**config.mk**
```make
export PLATFORM = sky130hd
export DESIGN_NAME = gshare_predictor
export DESIGN_NICKNAME = d
export VERILOG_FILES = /design/src/rtl/gshare_predictor.sv
export SDC_FILE = /design/constraint.sdc
export NUM_CORES = 2
export LEC_CHECK = 0
export BUFFER_PORTS_ARGS = -buffer_cell sky130_fd_sc_hd__buf_2
export CAP_MARGIN = 20
export CORE_MARGIN = 3
export CORE_UTILIZATION = 25
export CTS_CLUSTER_SIZE = 10
export DETAILED_ROUTE_END_ITERATION = 10
export MAX_ROUTING_LAYER = met4
export SYNTH_ARGS = -nofsm -noshare
export SYNTH_HDL_FRONTEND = slang
export SYNTH_MEMORY_MAX_BITS = 65536
export SYNTH_SLANG_ARGS = --single-unit
```
**constraint.sdc**
```tcl
create_clock -name clk -period 6.5 [get_ports clk]
set_input_delay 0.975 -clock clk [delete_from_list [all_inputs] [get_ports clk]]
set_output_delay 0.975 -clock clk [all_outputs]
set_load 0.05 [all_outputs]
```
**src/rtl/gshare_predictor.sv**
```systemverilog
// gshare_predictor: tagged BTB + 2-bit-counter PHT, indexed by PC or PC^GHR, with speculative history and EX repair.
// Latency: prediction is combinational from pc_if; table and history updates take effect at the next clk edge.
// Backpressure: none; the fetch side qualifies with if_valid and the resolve side with ex_valid every cycle.
//
// Ports:
//   clk, rst            clock, synchronous active-high reset
//   if_valid, pc_if     fetch qualifier and fetch PC
//   je, jdest, hist_if  predicted taken, predicted target (0 when not taken), history used for the prediction
//   ex_valid, pc_ex     resolve qualifier and PC of the resolved branch
//   dest, jmp_res       resolved target and actual direction
//   hist_ex, mispred    history carried with the branch, mispredict flag (qualified by ex_valid)
//   ghr                 current speculative global history
module gshare_predictor #(
    parameter int         ADDR_W    = 32,
    parameter int         BTB_IDX_W = 6,
    parameter int         PHT_IDX_W = 8,
    parameter int         HIST_W    = 8,
    parameter bit         GSHARE    = 1'b1,
    parameter logic [1:0] PHT_INIT  = 2'b10
) (
    input  logic              clk,
    input  logic              rst,
    input  logic              if_valid,
    input  logic [ADDR_W-1:0] pc_if,
    output logic              je,
    output logic [ADDR_W-1:0] jdest,
    output logic [HIST_W-1:0] hist_if,
    input  logic              ex_valid,
    input  logic [ADDR_W-1:0] pc_ex,
    input  logic [ADDR_W-1:0] dest,
    input  logic              jmp_res,
    input  logic [HIST_W-1:0] hist_ex,
    input  logic              mispred,
    output logic [HIST_W-1:0] ghr
);

    localparam int BTB_N = 1 << BTB_IDX_W;
    localparam int PHT_N = 1 << PHT_IDX_W;
    localparam int TAG_W = ADDR_W - BTB_IDX_W - 2;

    logic                 btb_valid [BTB_N];
    logic [TAG_W-1:0]     btb_tag   [BTB_N];
    logic [ADDR_W-1:0]    btb_tgt   [BTB_N];
    logic [1:0]           pht       [PHT_N];
    logic [HIST_W-1:0]    ghr_q;

    // PHT index: word-aligned PC bits, optionally folded with the (zero-extended) history.
    function automatic logic [PHT_IDX_W-1:0] pht_index(input logic [ADDR_W-1:0] pc,
                                                       input logic [HIST_W-1:0] hist);
        logic [PHT_IDX_W-1:0] idx;
        idx = pc[PHT_IDX_W+1:2];
        if (GSHARE)
            idx = idx ^ PHT_IDX_W'(hist);
        return idx;
    endfunction

    function automatic logic [1:0] sat_next(input logic [1:0] cnt, input logic up);
        logic [1:0] nxt;
        nxt = cnt;
        if (up && cnt != 2'b11)
            nxt = cnt + 2'b01;
        else if (!up && cnt != 2'b00)
            nxt = cnt - 2'b01;
        return nxt;
    endfunction

    // Fetch-side lookup
    logic [BTB_IDX_W-1:0] if_bidx;
    logic [TAG_W-1:0]     if_tag;
    logic [PHT_IDX_W-1:0] if_pidx;
    logic                 btb_hit;
    logic                 pred_taken;

    // Resolve-side addressing
    logic [BTB_IDX_W-1:0] ex_bidx;
    logic [TAG_W-1:0]     ex_tag;
    logic [PHT_IDX_W-1:0] ex_pidx;

    // Byte-offset bits never participate in indexing or tagging.
    logic unused_pc_bits;
    assign unused_pc_bits = ^{pc_if[1:0], pc_ex[1:0]};

    always_comb begin
        if_bidx    = pc_if[BTB_IDX_W+1:2];
        if_tag     = pc_if[ADDR_W-1:BTB_IDX_W+2];
        if_pidx    = pht_index(pc_if, ghr_q);
        btb_hit    = btb_valid[if_bidx] && (btb_tag[if_bidx] == if_tag);
        pred_taken = btb_hit && pht[if_pidx][1];

        ex_bidx    = pc_ex[BTB_IDX_W+1:2];
        ex_tag     = pc_ex[ADDR_W-1:BTB_IDX_W+2];
        // Train the counter the prediction actually used: index with the carried history.
        ex_pidx    = pht_index(pc_ex, hist_ex);
    end

    // Outputs are forced quiet while in reset.
    assign je      = !rst && pred_taken;
    assign jdest   = je ? btb_tgt[if_bidx] : '0;
    assign hist_if = rst ? '0 : ghr_q;
    assign ghr     = ghr_q;

    always_ff @(posedge clk) begin
        if (rst) begin
            for (int i = 0; i < BTB_N; i++)
                btb_valid[i] <= 1'b0;
        end else if (ex_valid) begin
            btb_valid[ex_bidx] <= 1'b1;
        end
    end

    // Tag and target payload carry no reset; the valid bit gates their use.
    always_ff @(posedge clk) begin
        if (!rst && ex_valid) begin
            btb_tag[ex_bidx] <= ex_tag;
            btb_tgt[ex_bidx] <= dest;
        end
    end

    always_ff @(posedge clk) begin
        if (rst) begin
            for (int i = 0; i < PHT_N; i++)
                pht[i] <= PHT_INIT;
        end else if (ex_valid) begin
            pht[ex_pidx] <= sat_next(pht[ex_pidx], jmp_res);
        end
    end

    // EX repair wins over the speculative shift; BTB misses leave history untouched.
    always_ff @(posedge clk) begin
        if (rst)
            ghr_q <= '0;
        else if (ex_valid && mispred)
            ghr_q <= {hist_ex[HIST_W-2:0], jmp_res};
        else if (if_valid && btb_hit)
            ghr_q <= {ghr_q[HIST_W-2:0], pred_taken};
    end

endmodule

```
Word-level counts from Yosys, hierarchy flattened
Memories as Yosys holds them, arrays and structs flattened. Cells that the tools add are included.

$add $sub $neg: 2. Eq/ne operators: 2. Muxes and demuxes: 21. Bitwise operators: 2. Reductions and logical operators: 14.

Operators by type and width (count): $mux 32 (1); $mux 8 (4); $eq 24x24->1 (1); $xor 8x8->8 (2); $mux 1 (10); $mux 2 (5); $logic_and 1x1->1 (8); $mux 6 (1); $reduce_bool 2->1 (2); $add 2x1->2 const B (1); $logic_not 1->1 (2); $ne 2x2->1 const B (1); $reduce_or 2->1 (1); $sub 2x1->2 const B (1); $reduce_or 1->1 (1).

Register bits after elaboration: 8. Memory bits (writable): 4160. Output and inout bits: 49. Memories kept: 4.

Memories: btb_tgt (words 64, width 32, read ports 1, clocked after Yosys merged registers in 0, wr ports 1, line 43) `logic [ADDR_W-1:0] btb_tgt [BTB_N];`; btb_tag (words 64, width 24, read ports 1, clocked after Yosys merged registers in 0, wr ports 1, line 42) `logic [TAG_W-1:0] btb_tag [BTB_N];`; pht (words 256, width 2, read ports 2, clocked after Yosys merged registers in 0, wr ports 256, line 44) `logic [1:0] pht [PHT_N];`; btb_valid (words 64, width 1, read ports 1, clocked after Yosys merged registers in 0, wr ports 64, line 41) `logic btb_valid [BTB_N];`.

Depth between registers and ports, before layout
An unclocked memory read counts as a cell.

Depth in word-level cells: 9. Mapped depth: 21.

Least setup slack after synthesis
No wires, ideal clock.

Path kind: in2reg. From: input port rst. To: memory btb_tag[52][0] (netlist name) (enable). Setup time: 0.541 ns. Arrival time: 5.732 ns. Setup slack: 0.227 ns. Stages on the path: 7. Path buffers: 2. Path through: clkbuf_1 -> nor2b_1 -> clkbuf_1 -> nand3_1 -> nor2_1 -> nand2_1 -> nor3_1.

Longest elaborated chain between the ends: 4.

RTL lines: start, declared (line 22) `input logic rst,`; $logic_not 1->1 (line 113) `if (!rst && ex_valid) begin`; $logic_and 1x1->1 (line 113); $mux 1 (line 113); $mux 1 (not written as such) (line 114) `btb_tag[ex_bidx] <= ex_tag;`; end, declared (line 42).

Every way passes these cells.

Worst setup path in the final report
From: input port pc_if[7]. To: output port jdest[1].

Longest elaborated chain between the ends: 6. Elaborated cells between the ends (all ways): 10.

RTL lines: start, declared (line 24) `input logic [ADDR_W-1:0] pc_if,`; $mem_v2 64x24; $eq 24x24->1 (line 87) `btb_hit = btb_valid[if_bidx] && (btb_tag[if_bidx] == if_tag);`; $logic_and 1x1->1 (line 87); $logic_and 1x1->1 (line 88) `pred_taken = btb_hit && pht[if_pidx][1];`; $logic_and 1x1->1 (line 97) `assign je = !rst && pred_taken;`; $mux 32 (*) (line 98) `assign jdest = je ? btb_tgt[if_bidx] : '0;`; end, declared (line 26) `output logic [ADDR_W-1:0] jdest,`.

Mark *: on every way between the ends. The rest lies on a longest branch, timed or not.

==> results.json <==
{
  "synth_top_area_cell": "edfxtp_1",
  "wl_per_cell_microns": 29.6,
  "cts_tree": "built",
  "async_flop_share": 0,
  "slew_viol_final": 0,
  "grt_pass1_vias": 86700,
  "area_growth_syn_to_layout_pct": 16.9,
  "grt_pass1_wl_mm": 715,
  "crit_top_cell": "buf_4",
  "synthFlopType": "edfxtp_1",
  "synthCells": 8109,
  "dieArea_sq_mm": 0.678,
  "fin_nets": 8678,
  "post-route-period-util": 0.980,
  "yosys.area.top_type_share": 0.736,
  "ys_types": 75,
  "critPathLaunchType": "input pin",
  "cellPowerDensity_mw_per_mm2": 290,
  "slowest_stage": "nor2_2",
  "setup_viol": 0,
  "ant_nets": 0,
  "irDropWorstVdd_uv": 259,
  "numCtsBuffers": 458,
  "finalWirelength_mm": 521,
  "power_frac_seq": 0.524,
  "end_kind": "output port",
  "core_area_sq_mm": 0.664,
  "clock.fmax_mhz": 157,
  "htree_levels": 5,
  "num_vias": 88700,
  "synth_area_sq_mm": 0.167,
  "comb_power_share": 0.074,
  "dp_hpwl_mm": 281,
  "p_clk_frac": 0.402,
  "layout_min_cycle_time_ns": 6.37,
  "worstSetupPathType": "in2out",
  "synth_area_per_cell_sq_um": 20.6,
  "p_int_mw": 43.9,
  "antenna_found_initial": 72,
  "hold_slack_ns": 0.246,
  "skew_ns": 0.0849,
  "yosys_warnings": 0,
  "finalPower_mw": 56.7,
  "power.switching_mw": 12.9,
  "cp_max_fo": 13,
  "grt_max_degree": 129,
  "overflow": 0,
  "hp-class": "in2reg",
  "maxCapViolCount": 0,
  "worstMarginPinSlew_ns": 1.22,
  "postCtsSetupBuffers": 0,
  "critical_path.cell_chain": "buf_4 -> inv_6 -> nor2_2 -> buf_4 -> a32oi_1 -> a32oi_1 -> xnor2_1 -> nor4_2 -> buf_4 -> and4b_1 -> buf_4 -> and3_4 -> buf_12 -> and3_1 -> buf_12 -> buf_12",
  "outcome": "completed",
  "grt.total_usage": 0.153,
  "rows": 299,
  "fill_cells": 64600,
  "cts_num_sinks": 4168,
  "arrival_ns": 5.39,
  "synth_nets": 8221,
  "clock-root-buffer": "clkbuf_16",
  "remaining_drc_errors": 0,
  "relSlewSlack": 0.182,
  "top_level_ports": 159,
  "synthTopCellsByArea": "edfxtp_1, mux4_2, mux2i_1",
  "portBuffers": 154,
  "synth_edf_count": 4096,
  "ys_seq_elements": 4168,
  "start_util": 0.251,
  "rsz0062_at_grt": "false",
  "yosysMostFrequentCell": "edfxtp_1",
  "required_ns": 5.52,
  "drtIter0Drc": 13400,
  "switching_share": 0.227,
  "die_w_microns": 824,
  "drt_pre_antenna_iters": 6,
  "vias_per_cell": 5.04,
  "leakage_nw": 59.0,
  "drive_gt1_frac": 0.271,
  "synthTopCellsByCount": "edfxtp_1, mux4_2, clkbuf_1, nand3_1, mux2i_1",
  "max-clock-path-buffers": 4,
  "clk_latency_ns": 0.98,
  "ys_seq_area_frac": 0.745,
  "crit_path_max_incr_delay_ns": 0.60,
  "gp_congestion": 0.835,
  "cts.clk_slew.worst_paths_ns": 0.06,
  "hold_viol_final": 0,
  "die_h_microns": 824
}
[critical path: cells and delay by family]
kind | cells | cell delay [ns]
and+or+nand+nor | 5 | 1.78
xor gates and xnor gates | 1 | 0.15
buffers and inverters | 8 | 1.70
AOI/OAI and AO/OA | 2 | 0.65
[final timing paths]
check | from | end | slack (ns) | depth (start not counted)
setup / recovery | pc_if[7] | jdest[1] | 0.13 | 16
hold / removal | dest[9] | btb_tgt[11][9] | 0.25 | 1
setup reg to reg | btb_tag[10][8] | ghr[0] | 2.07 | 10
hold reg to reg | btb_valid[57] | btb_valid[57] | 0.44 | 1
[power by group through the flow]
| stage | combinational (mW) | sequential (mW) | clock, mW |
|---|---|---|---|
| after detailed placement | 4.18 | 30.3 | 0 |
| after floorplan | 2.33 | 30.3 | 0 |
| after global routing | 4.45 | 29.7 | 24.2 |
| after CTS | 4.19 | 29.7 | 23.1 |
| after global placement | 4.15 | 30.3 | 0 |
| final | 4.23 | 29.7 | 22.8 |
[routing by layer]
metal / vias up / part of all wire / GRT usage
li1: 34900 / - / -
met1: 48000 / 0.40 / 0.206
met2: 4920 / 0.46 / 0.232
met3: 991 / 0.10 / 0.0312
met4: 0 / 0.036 / 0.0483
met5: - / 0 / -
[flip-flops by register name, indices dropped and copies added, names as in the netlist]
register / count
btb_tgt: 2048
btb_tag: 1536
pht: 512
btb_valid: 64
ghr: 8
[kinds of logic (layout without fill, tap and decap cells)]
| kind of cell | Yosys count | count (layout) | share of synthesized area |
|---|---|---|---|
| xor+xnor | 50 | 50 | 0.00276 |
| fa+ha+maj | 2 | 2 | 0.000150 |
| simple gates | 1101 | 1101 | 0.0319 |
| buf+inv | 610 | 1166 | 0.0171 |
| flops | 4168 | 4168 | 0.745 |
| compound gates | 680 | 680 | 0.0258 |
| other cells | 0 | 71 | 0 |
| mux | 1498 | 1498 | 0.178 |
[repair_timing]
action                     in CTS  in global routing
hold endpoints to repair        0                  0
pin swaps                       0                  0
setup endpoints to repair      12                 32
hold buffers                    0                  0
gates resized for setup         2                  2
[through the flow]
stage	utilization	cell area (sq um)	TNS, ns	cells	setup WS [ns]
floorplan	-	167000	0	8109	0.227
global placement	0.275	182000	-3.96	17000	-0.173
detailed placement	0.275	183000	-0.358	17000	-0.0383
CTS	0.293	195000	0	17500	0.0690
global route	0.294	195000	0	17600	0.0453
finish	0.294	195000	0	17600	0.133
[cell type report]
class                      count  area [sq um]  area share
clock buffer                 527         11800      0.0604
timing repair buffer         597          6570      0.0336
antenna                       71           178    0.000909
sequential                  4168        124000       0.637
tap                         8879         11100      0.0569
multi-input combinational   3331         40600       0.208
clock inverter                32           629     0.00322
inverter                      10          60.1    0.000307
[cell usage in the layout, fill, tap and decap left out, types with 157 or more instances in the layout]
cell	n
buf_12	179
nand2_1	176
o21ai_0	286
a22oi_1	157
edfxtp_1	4096
mux4_2	1125
mux2i_1	322
clkbuf_16	461
nand3_1	330
buf_4	291
nor3_1	274
No activity file was read; power rests on OpenSTA's default activity.
